--- config.mk ---
export PLATFORM = sky130hd
export DESIGN_NAME = i281_run_controller_flat
export DESIGN_NICKNAME = d
export VERILOG_FILES = /design/src/rtl/i281_run_controller_if.sv /design/src/rtl/i281_run_controller.sv /design/src/flat_wrapper.sv
export SDC_FILE = /design/constraint.sdc
export NUM_CORES = 1
export LEC_CHECK = 0
export CAP_MARGIN = 40
export CORE_UTILIZATION = 43
export DETAILED_ROUTE_END_ITERATION = 8
export PLACE_DENSITY = 0.83
export SYNTH_ARGS = -nofsm -noshare
export SYNTH_HDL_FRONTEND = slang
export SYNTH_SLANG_ARGS = --single-unit
--- constraint.sdc ---
create_clock -name clock -period 1.9 [get_ports clock]
set_input_delay 0.38 -clock clock [delete_from_list [all_inputs] [get_ports clock]]
set_output_delay 0.38 -clock clock [all_outputs]
set_load 0.02 [all_outputs]
--- src/rtl/i281_run_controller_if.sv ---
// ----------------------------------------------------------------------------
// i281_run_controller_if
//
// Purpose:
//   This interface bundles the control and status signals that pass between
//   the board or bench and the i281 run controller. Clock and reset are not
//   part of the bundle; they stay as plain ports on the controller.
//
// Modports:
//   master : the board/bench side. It drives the requests and the CPU status
//            (run, mode, step, step_count, halt_req, pc, bp_addr, bp_enable)
//            and observes the controller outputs.
//   slave  : the controller side. It observes the requests and drives
//            cpu_en, state, cycle_count, halted, done and bp_stop.
//
// Signals:
//   run         level request to start or continue execution
//   mode        00 free-run, 01 single-step, 10 run-N, 11 reserved (hold)
//   step        single-step request; the controller detects its rising edge
//   step_count  cycle count N used in run-N mode
//   halt_req    the CPU reports halt or end of program
//   pc          current CPU program counter
//   bp_addr     breakpoint address
//   bp_enable   breakpoint armed
//   cpu_en      clock enable for every state-holding element of the core
//   state       00 IDLE, 01 RUN, 10 STEP, 11 HALT
//   cycle_count number of cycles with cpu_en=1; saturates instead of wrapping
//   halted      high while in HALT
//   done        one-cycle pulse on the return to IDLE from RUN or STEP
//   bp_stop     high in IDLE after a breakpoint stop
// ----------------------------------------------------------------------------
interface i281_run_controller_if #(
    parameter int PC_WIDTH    = 6,
    parameter int CYCLE_WIDTH = 16,
    parameter int STEP_WIDTH  = 8
);
    logic                   run;
    logic [1:0]             mode;
    logic                   step;
    logic [STEP_WIDTH-1:0]  step_count;
    logic                   halt_req;
    logic [PC_WIDTH-1:0]    pc;
    logic [PC_WIDTH-1:0]    bp_addr;
    logic                   bp_enable;

    logic                   cpu_en;
    logic [1:0]             state;
    logic [CYCLE_WIDTH-1:0] cycle_count;
    logic                   halted;
    logic                   done;
    logic                   bp_stop;

    modport master (
        output run, mode, step, step_count, halt_req, pc, bp_addr, bp_enable,
        input  cpu_en, state, cycle_count, halted, done, bp_stop
    );

    modport slave (
        input  run, mode, step, step_count, halt_req, pc, bp_addr, bp_enable,
        output cpu_en, state, cycle_count, halted, done, bp_stop
    );
endinterface

--- src/rtl/i281_run_controller.sv ---
// ----------------------------------------------------------------------------
// i281_run_controller
//
// Purpose:
//   This is the execution controller for the i281 multicycle CPU. It replaces
//   the single level-sensitive run line with three selectable modes:
//   free-run, single-step and run-N-cycles. It also provides a saturating
//   executed-cycle counter, halt detection and an optional PC breakpoint.
//   The cpu_en output gates every state-holding element of the core.
//
// Ports:
//   clock : system clock; the design acts on the rising edge
//   reset : synchronous, active-high reset; it has priority in every state
//   bus   : i281_run_controller_if.slave. The signals in this bundle are
//           described in the header of the interface file.
//
// Configuration:
//   I281_RUN_BREAKPOINT_EN: when this macro is defined, a PC breakpoint stops
//   RUN before the instruction at bp_addr executes. When it is undefined,
//   bp_hit is constant 0, bp_stop stays 0, and bp_addr, bp_enable and pc are
//   ignored. The ports stay present in both builds.
// ----------------------------------------------------------------------------
module i281_run_controller #(
    parameter int PC_WIDTH    = 6,
    parameter int CYCLE_WIDTH = 16,
    parameter int STEP_WIDTH  = 8
) (
    input  logic                  clock,
    input  logic                  reset,
    i281_run_controller_if.slave  bus
);

    typedef enum logic [1:0] {
        ST_IDLE = 2'b00,
        ST_RUN  = 2'b01,
        ST_STEP = 2'b10,
        ST_HALT = 2'b11
    } state_e;

    localparam logic [1:0] MODE_FREE  = 2'b00;
    localparam logic [1:0] MODE_STEP  = 2'b01;
    localparam logic [1:0] MODE_RUN_N = 2'b10;

    localparam logic [STEP_WIDTH-1:0]  REM_ONE   = STEP_WIDTH'(1);
    localparam logic [STEP_WIDTH-1:0]  REM_ZERO  = '0;
    localparam logic [CYCLE_WIDTH-1:0] CYCLE_MAX = '1;

    state_e                 state_q,       state_d;
    logic [1:0]             mode_q,        mode_d;
    logic [STEP_WIDTH-1:0]  remaining_q,   remaining_d;
    logic                   bp_skip_q,     bp_skip_d;
    logic                   bp_stop_q,     bp_stop_d;
    logic                   done_q,        done_d;
    logic [CYCLE_WIDTH-1:0] cycle_count_q, cycle_count_d;
    logic                   step_q;

    logic                   step_rise;
    logic                   bp_hit;
    logic                   cpu_en;
    logic [PC_WIDTH-1:0]    pc_w;
    logic [PC_WIDTH-1:0]    bp_addr_w;

    assign pc_w      = bus.pc;
    assign bp_addr_w = bus.bp_addr;

    // A step request counts only on its rising edge. Holding step high
    // therefore produces exactly one single-step.
    assign step_rise = bus.step & ~step_q;

`ifdef I281_RUN_BREAKPOINT_EN
    // bp_skip masks the check for the first RUN cycle after entry. A resume
    // from a breakpoint stop can then execute the instruction at bp_addr and
    // move off it.
    assign bp_hit = bus.bp_enable && (pc_w == bp_addr_w) &&
                    (state_q == ST_RUN) && !bp_skip_q;
`else
    assign bp_hit = 1'b0;

    logic unused_bp;
    assign unused_bp = ^{pc_w, bp_addr_w, bus.bp_enable, bp_skip_q};
`endif

    // ------------------------------------------------------------------------
    // Next-state and output logic
    // ------------------------------------------------------------------------
    always_comb begin
        // NOTE: every signal written here gets a default first. If a branch
        // left a signal unassigned, a latch would be inferred.
        state_d     = state_q;
        mode_d      = mode_q;
        remaining_d = remaining_q;
        bp_skip_d   = bp_skip_q;
        bp_stop_d   = bp_stop_q;
        done_d      = 1'b0;
        cpu_en      = 1'b0;

        case (state_q)
            ST_IDLE: begin
                // The live mode input is consulted only here. The latched copy
                // in mode_q governs the RUN exit conditions.
                case (bus.mode)
                    MODE_FREE: begin
                        if (bus.run) begin
                            state_d   = ST_RUN;
                            mode_d    = MODE_FREE;
                            bp_skip_d = 1'b1;
                            bp_stop_d = 1'b0;
                        end
                    end
                    MODE_STEP: begin
                        if (step_rise) begin
                            state_d = ST_STEP;
                            mode_d  = MODE_STEP;
                        end
                    end
                    MODE_RUN_N: begin
                        if (bus.run) begin
                            if (bus.step_count != REM_ZERO) begin
                                state_d     = ST_RUN;
                                mode_d      = MODE_RUN_N;
                                remaining_d = bus.step_count;
                                bp_skip_d   = 1'b1;
                                bp_stop_d   = 1'b0;
                            end else begin
                                // A zero-length run completes at once. It
                                // still reports done so the requester sees
                                // the completion.
                                done_d = 1'b1;
                            end
                        end
                    end
                    default: ;  // The reserved mode holds in IDLE.
                endcase
            end

            ST_RUN: begin
                cpu_en    = ~bp_hit;
                bp_skip_d = 1'b0;

                if (mode_q == MODE_RUN_N && cpu_en)
                    remaining_d = remaining_q - REM_ONE;

                // The order of these tests sets the exit priority. halt_req
                // comes first, so it wins over a run-N expiry in the same
                // cycle, and the entry to HALT gives no done.
                if (bus.halt_req) begin
                    state_d = ST_HALT;
                end else if (bp_hit) begin
                    state_d   = ST_IDLE;
                    bp_stop_d = 1'b1;
                    done_d    = 1'b1;
                end else if (mode_q == MODE_RUN_N && remaining_q == REM_ONE) begin
                    state_d = ST_IDLE;
                    done_d  = 1'b1;
                end else if (mode_q == MODE_FREE && !bus.run) begin
                    state_d = ST_IDLE;
                    done_d  = 1'b1;
                end
            end

            ST_STEP: begin
                cpu_en = 1'b1;
                if (bus.halt_req) begin
                    state_d = ST_HALT;
                end else begin
                    state_d = ST_IDLE;
                    done_d  = 1'b1;
                end
            end

            default: ;  // HALT: only reset leaves this state.
        endcase

        // The counter holds at all-ones instead of wrapping to zero.
        if (cpu_en && cycle_count_q != CYCLE_MAX)
            cycle_count_d = cycle_count_q + CYCLE_WIDTH'(1);
        else
            cycle_count_d = cycle_count_q;
    end

    // ------------------------------------------------------------------------
    // State registers
    // ------------------------------------------------------------------------
    // NOTE: sequential state uses non-blocking assignments only. All registers
    // then update together at the edge, whatever order the statements are in.
    always_ff @(posedge clock) begin
        // NOTE: reset is synchronous. It is sampled at the clock edge like any
        // other input, so it does not appear in the sensitivity list.
        if (reset) begin
            state_q       <= ST_IDLE;
            mode_q        <= MODE_FREE;
            remaining_q   <= '0;
            bp_skip_q     <= 1'b0;
            bp_stop_q     <= 1'b0;
            done_q        <= 1'b0;
            cycle_count_q <= '0;
            step_q        <= 1'b0;
        end else begin
            state_q       <= state_d;
            mode_q        <= mode_d;
            remaining_q   <= remaining_d;
            bp_skip_q     <= bp_skip_d;
            bp_stop_q     <= bp_stop_d;
            done_q        <= done_d;
            cycle_count_q <= cycle_count_d;
            step_q        <= bus.step;
        end
    end

    // ------------------------------------------------------------------------
    // Outputs
    // ------------------------------------------------------------------------
    assign bus.cpu_en      = cpu_en;
    assign bus.state       = state_q;
    assign bus.cycle_count = cycle_count_q;
    assign bus.halted      = (state_q == ST_HALT);
    assign bus.done        = done_q;
    assign bus.bp_stop     = bp_stop_q;

endmodule

--- src/flat_wrapper.sv ---
// flat-port wrapper written by rule: the top's interface ports become plain ports
module i281_run_controller_flat 
#(
    parameter int PC_WIDTH    = 6,
    parameter int CYCLE_WIDTH = 16,
    parameter int STEP_WIDTH  = 8
)
  (clock, reset, bus_run, bus_mode, bus_step, bus_step_count, bus_halt_req, bus_pc, bus_bp_addr, bus_bp_enable, bus_cpu_en, bus_state, bus_cycle_count, bus_halted, bus_done, bus_bp_stop);
  i281_run_controller_if #(.PC_WIDTH(PC_WIDTH), .CYCLE_WIDTH(CYCLE_WIDTH), .STEP_WIDTH(STEP_WIDTH)) bus_i ();
  input  logic clock;
  input  logic reset;
  input wire logic [$bits(bus_i.run)-1:0] bus_run;
  input wire logic [$bits(bus_i.mode)-1:0] bus_mode;
  input wire logic [$bits(bus_i.step)-1:0] bus_step;
  input wire logic [$bits(bus_i.step_count)-1:0] bus_step_count;
  input wire logic [$bits(bus_i.halt_req)-1:0] bus_halt_req;
  input wire logic [$bits(bus_i.pc)-1:0] bus_pc;
  input wire logic [$bits(bus_i.bp_addr)-1:0] bus_bp_addr;
  input wire logic [$bits(bus_i.bp_enable)-1:0] bus_bp_enable;
  output wire logic [$bits(bus_i.cpu_en)-1:0] bus_cpu_en;
  output wire logic [$bits(bus_i.state)-1:0] bus_state;
  output wire logic [$bits(bus_i.cycle_count)-1:0] bus_cycle_count;
  output wire logic [$bits(bus_i.halted)-1:0] bus_halted;
  output wire logic [$bits(bus_i.done)-1:0] bus_done;
  output wire logic [$bits(bus_i.bp_stop)-1:0] bus_bp_stop;
  assign bus_i.run = bus_run;
  assign bus_i.mode = bus_mode;
  assign bus_i.step = bus_step;
  assign bus_i.step_count = bus_step_count;
  assign bus_i.halt_req = bus_halt_req;
  assign bus_i.pc = bus_pc;
  assign bus_i.bp_addr = bus_bp_addr;
  assign bus_i.bp_enable = bus_bp_enable;
  assign bus_cpu_en = bus_i.cpu_en;
  assign bus_state = bus_i.state;
  assign bus_cycle_count = bus_i.cycle_count;
  assign bus_halted = bus_i.halted;
  assign bus_done = bus_i.done;
  assign bus_bp_stop = bus_i.bp_stop;
  i281_run_controller #(.PC_WIDTH(PC_WIDTH), .CYCLE_WIDTH(CYCLE_WIDTH), .STEP_WIDTH(STEP_WIDTH)) u_core (.clock(clock), .reset(reset), .bus(bus_i));
endmodule
# Word-level counts from Yosys, hierarchy flattened
# Cells that the tools add are included.
# word_totals
ff_bits	31
mem_count	0
mem_bits_rw	0
input_bits	28
output_inout_bits	22
romBits	0
latch_bits	0
wordCells	83
# op_classes
n_eq_ne	22
n_mul	0
div	0
n_addsub	2
reduce_logical	17
shifts	0
bitwise_logic	2
magnitude_cmp	0
muxes	33
# ops
cell	count
$mux 8	4
$mux 2	12
$pmux 2 s3	3
$add 16x1->16 const B	1
$ne 16x16->1 const B	1
$pmux 8 s2	1
$mux 1	11
$ne 2x1->1 const B	5
$reduce_and 5->1	2
$eq 2x2->1 const B	4
$eq 8x1->1 const B	1
$reduce_bool 8->1	1
$sub 8x1->8 const B	1
$reduce_and 7->1	1
$logic_not 2->1	3
$ne 2x2->1 const B	3
$ne 3x2->1 const B	2
$ne 3x3->1 const B	2
$reduce_and 6->1	1
$reduce_bool 3->1	2
$eq 2x1->1 const B	2
$ne 4x2->1 const B	1
$ne 4x3->1 const B	1
$reduce_bool 2->1	2
other kinds (7)	9

# Longest topological paths before layout
# depth
word_depth	6
ltp_mapped	8
depth_no_buf	7

# Least setup slack after synthesis
# No wires, ideal clock.
# synth_timing
path_kind	flip-flop to flip-flop
start	register u_core.state_q[0] (netlist: u_core.bus.state[0])
end	register u_core.cycle_count_q[14] (netlist: u_core.bus.cycle_count[14])
required_ns	1.830
stages_incl_launch_ff	8
setup_time_ns	0.070
path_buffers	1
path_slack_ns	-0.248
arrival_ns	2.078
cell_sequence	dfxtp_1 > inv_1 > ha_1 > buf_2 > and4_1 > nand2_1 > or4_1 > a21oi_1
# synth_via
elab_chain_len	4
# synth_rtl
element	line_no	rtl
start, declared	i281_run_controller.sv:48	state_e state_q, state_d;
start signal, assigned	i281_run_controller.sv:199	state_q <= state_d;
$eq 2x1->1 or $eq 2x2->1 (tied branches)	i281_run_controller.sv:97	case (state_q)
$reduce_or 2->1 (no source line) (*)	n/a	
$mux 1 (*)	i281_run_controller.sv:97	
via bus_cpu_en	flat_wrapper.sv:20	output wire logic [$bits(bus_i.cpu_en)-1:0] bus_cpu_en;
$logic_and 1x1->1 (*)	i281_run_controller.sv:175	if (cpu_en && cycle_count_q != CYCLE_MAX)
end signal, assigned	i281_run_controller.sv:205	cycle_count_q <= cycle_count_d;
end, declared	i281_run_controller.sv:54	logic [CYCLE_WIDTH-1:0] cycle_count_q, cycle_count_d;
# The timed path passes the listed nets; every way through them passes the cells marked *.
# A chain may end at the register's enable or synchronous reset.

# Worst setup path after layout
# layout_timing
start	input bus_step_count[4]
end	register u_core.remaining_q[0]
# layout_via
elab_chain_len	3
# layout_rtl
element	line_no	rtl
start, declared	flat_wrapper.sv:15	input wire logic [$bits(bus_i.step_count)-1:0] bus_step_count;
$reduce_bool 8->1	i281_run_controller.sv:118	if (bus.step_count != REM_ZERO) begin
$ne 2x1->1 (no source line)	n/a	
$reduce_and 5->1 (no source line)	n/a	
end signal, assigned	i281_run_controller.sv:201	remaining_q <= remaining_d;
end, declared	i281_run_controller.sv:50	logic [STEP_WIDTH-1:0] remaining_q, remaining_d;
# Every way passes these cells.

==> impl_metrics.env <==
export IMPL_synth_top_area_cell="dfxtp_1"
export IMPL_clkPwrFrac_pct=18.3
export IMPL_dieWidth_um=66.6
export IMPL_synth_area_mm2=0.00180
export IMPL_synth_adder_area_share_pct=7.66
export IMPL_path_common_cell="buf_4"
export IMPL_finalSetupViolations=0
export IMPL_gp_congestion=0.800
export IMPL_wirelength_um=4100
export IMPL_avgViaCountPerCell=5.30
export IMPL_max_clock_freq_mhz=539
export IMPL_synth_avg_cell_area_um2=8.28
export IMPL_end_kind="flop"
export IMPL_cts_tree="built"
export IMPL_period_needed_ns=1.86
export IMPL_finClkSkew_ns=0.00436
export IMPL_synth_cell_types=46
export IMPL_dpl_hpwl_um=2980
export IMPL_grt_start_max_net_pins=36
export IMPL_synthMuxAreaShare_pct=5.71
export IMPL_power_density_mw_per_mm2=1030
export IMPL_portBuffers=35
export IMPL_start_kind="primary input"
export IMPL_numCtsBuffers=5
export IMPL_drc_errors=0
export IMPL_cp_arrival_ns=2.07
export IMPL_power_leakage_nw=1.04
export IMPL_post_place_cells=319
export IMPL_critPathSlowestCell="clkdlybuf4s50_1"
export IMPL_fillCellCount=325
export IMPL_cpPeakStageDelay_ns=0.49
export IMPL_slew_violations=0
export IMPL_cts_hold_buf=0
export IMPL_synth_edf_count=0
export IMPL_synth_flop_cell="dfxtp_1"
export IMPL_grt_usage_pct=20.0
export IMPL_seqPwrFrac_pct=32.0
export IMPL_synth_seq_cells=30
export IMPL_vias=1738
export IMPL_required_ns=2.12
export IMPL_finalHoldViolCount=0
export IMPL_avgRoutedWirePerCell_um=12.5
export IMPL_antenna_found_initial=0
export IMPL_clk_pin_slew_ns=0.06
export IMPL_cp_max_fo=16
export IMPL_ir_drop_uv=660
export IMPL_area_delta_synth_final_pct=41.4
export IMPL_drt_iter0_drc=105
export IMPL_n_antenna_cell=0
export IMPL_synth_warnings=0
export IMPL_antenna_left=0
export IMPL_firstDrtPassIters=4
export IMPL_netlist_top_cells_count="dfxtp_1 (30), nor2_1 (29), a21oi_1 (19), inv_1 (13)"
export IMPL_postLayoutCoreUtil_pct=63.5
export IMPL_combinationalPowerShare_pct=49.7
export IMPL_finalSetupTns_ns=0
export IMPL_netSwitchingFraction_pct=37.9
export IMPL_yosysTopAreaCellShare_pct=33.4
export IMPL_syn_inst=217
export IMPL_cts_root_buf="clkbuf_8"
export IMPL_num_rows=23
export IMPL_cts_path_max_buffers=2
export IMPL_grt_pass1_vias=1566
export IMPL_core_area_mm2=0.00400
export IMPL_synthTopCellsByArea="dfxtp_1 (33%), ha_1 (7.7%), nor2_1 (6.1%), a21oi_1 (5.3%), mux2i_1 (4.5%)"
export IMPL_final_nets=317
export IMPL_maxCapViolCount=0
export IMPL_status="completed"
export IMPL_numClockSinks=30
export IMPL_layout_drive_gt1_share_pct=19.1
export IMPL_yosysMostFrequentCell="dfxtp_1"
export IMPL_synth_top_family_by_area="simple AND/OR/NAND/NOR gates"
export IMPL_grt_pass1_wl_um=6760
export IMPL_die_h_um=66.6
export IMPL_syn_num_nets=256
export IMPL_clock_latency_ns=0.28
export IMPL_start_util_pct=44.9
export IMPL_power_mw=2.62
export IMPL_p_sw_mw=0.994
export IMPL_cts_htree_levels=2
export IMPL_synthArstFlopShare_pct=0
export IMPL_path_class="primary input to flop"
export IMPL_ios=50
export IMPL_grt_overflow=0
export IMPL_synth_compound_area_share_pct=16.8
export IMPL_p_int_mw=1.63
export IMPL_crit_chain="clkdlybuf4s50_1 -> nor4_2 -> buf_4 -> buf_4 -> a21oi_2 -> o21ai_2 -> buf_12 -> or3_1 -> a21oi_1"
export IMPL_synthXorXnorAreaFrac_pct=4.39
export IMPL_yosysSeqAreaShare_pct=33.4
export IMPL_finalCritPeriodShare_pct=97.6
export IMPL_yosys_area_share_simple_pct=26.9
export IMPL_die_area_mm2=0.00444
export IMPL_finalNonFillerCells=328
export IMPL_min_path_type="flop to flop"
## per-layer routing
layer	track usage, %	share of wire [%]	up-vias
li1	-	-	886
met4	9.04	2.2	0
met3	4.28	3.5	7
met2	33.5	49	35
met5	0	0	-
met1	24.3	46	810
## power groups by stage
| stage | combinational, mW | sequential (mW) | clock (mW) |
|---|---|---|---|
| 2_1_floorplan | 0.825 | 0.867 | 0 |
| 3_5_place_dp | 1.27 | 0.848 | 0 |
| 5_1_grt | 1.43 | 0.853 | 0.522 |
| 6_report | 1.30 | 0.840 | 0.481 |
| 3_3_place_gp | 1.24 | 0.841 | 0 |
| 4_1_cts | 1.27 | 0.835 | 0.491 |
## cell usage in the layout (no fill, tap or decap), drive strengths merged, types with 2 or more instances in the layout
cell	Yosys	layout
nor2b	6	6
clkdlybuf4s50	0	28
xnor2	9	9
mux2	2	2
nor2	29	29
nand2	11	11
nand3	6	6
nor3	9	9
nand4	2	2
buf	4	28
a31oi	4	4
o32ai	4	4
dfxtp	30	30
or3	4	4
clkbuf	5	5
o21ai	9	9
ha	11	11
or2	2	2
clkinv	0	2
a21oi	19	19
nand2b	5	5
o31a	2	2
mux2i	8	8
inv	13	13
a211oi	3	3
dlymetal6s2s	0	5
and4	3	3
dlygate4sd2	0	2
nor4	5	5
## layout make-up
| type | instances | area [µm²] | area share (%) |
|---|---|---|---|
| tap | 50 | 62.6 | 2.46 |
| timing repair buffer | 63 | 596 | 23.4 |
| multi-input combinational | 165 | 1150 | 45.2 |
| clock inverter | 2 | 10.0 | 0.394 |
| sequential | 30 | 607 | 23.9 |
| clock buffer | 5 | 68.8 | 2.71 |
| inverter | 13 | 48.8 | 1.92 |
## per-stage QoR
stage                     cell area (µm²)  hold WS, ns  worst slack (ns)
after global routing                 2540        0.525          -0.00127
after detailed placement             2410        0.480            -0.301
after floorplan                      1820        0.454          0.000491
after global placement               2410        0.465            -0.270
final                                2540        0.489            0.0448
after CTS                            2490        0.492            0.0103
## worst paths after layout
path | startpoint | to | slack, ns | cells after the start
setup / recovery | bus_step_count[4] | u_core.remaining_q[0]$_SDFFE_PP0P_ | 0.04 | 9
hold / removal | u_core.remaining_q[6]$_SDFFE_PP0P_ | u_core.remaining_q[6]$_SDFFE_PP0P_ | 0.49 | 2
setup reg to reg | u_core.remaining_q[7]$_SDFFE_PP0P_ | u_core.bus.state[1]$_SDFFE_PP0P_ | 0.11 | 5
hold reg to reg | u_core.remaining_q[6]$_SDFFE_PP0P_ | u_core.remaining_q[6]$_SDFFE_PP0P_ | 0.49 | 2
## state kept, by name, indices dropped and copies added, names as in the netlist
name                    cells
u_core.bus.cycle_count     16
u_core.remaining_q          8
u_core.bus.state            2
u_core.mode_q               2
u_core.bus.done             1
u_core.step_q               1
## critical path, delay by kind of cell
family / cells / cell delay (ns)
compound gates: 3 / 0.36
buf+inv: 4 / 0.92
simple gates: 2 / 0.39
## kinds of logic after synthesis
group,after synthesis
multiplexers,10
buffers and inverters,22
adder cells (fa/ha/maj),11
AND/OR/NAND/NOR,89
AO/OA/AOI/OAI,45
XOR/XNOR,9
flip-flops,30
other,1
## repair_timing
| item | CTS | global route |
|---|---|---|
| setup endpoints to repair | 3 | 5 |
| buffers inserted | 0 | 2 |
| pin swaps | 0 | 5 |
| gates resized for setup | 3 | 12 |
Power figures use the tool's default switching activity.
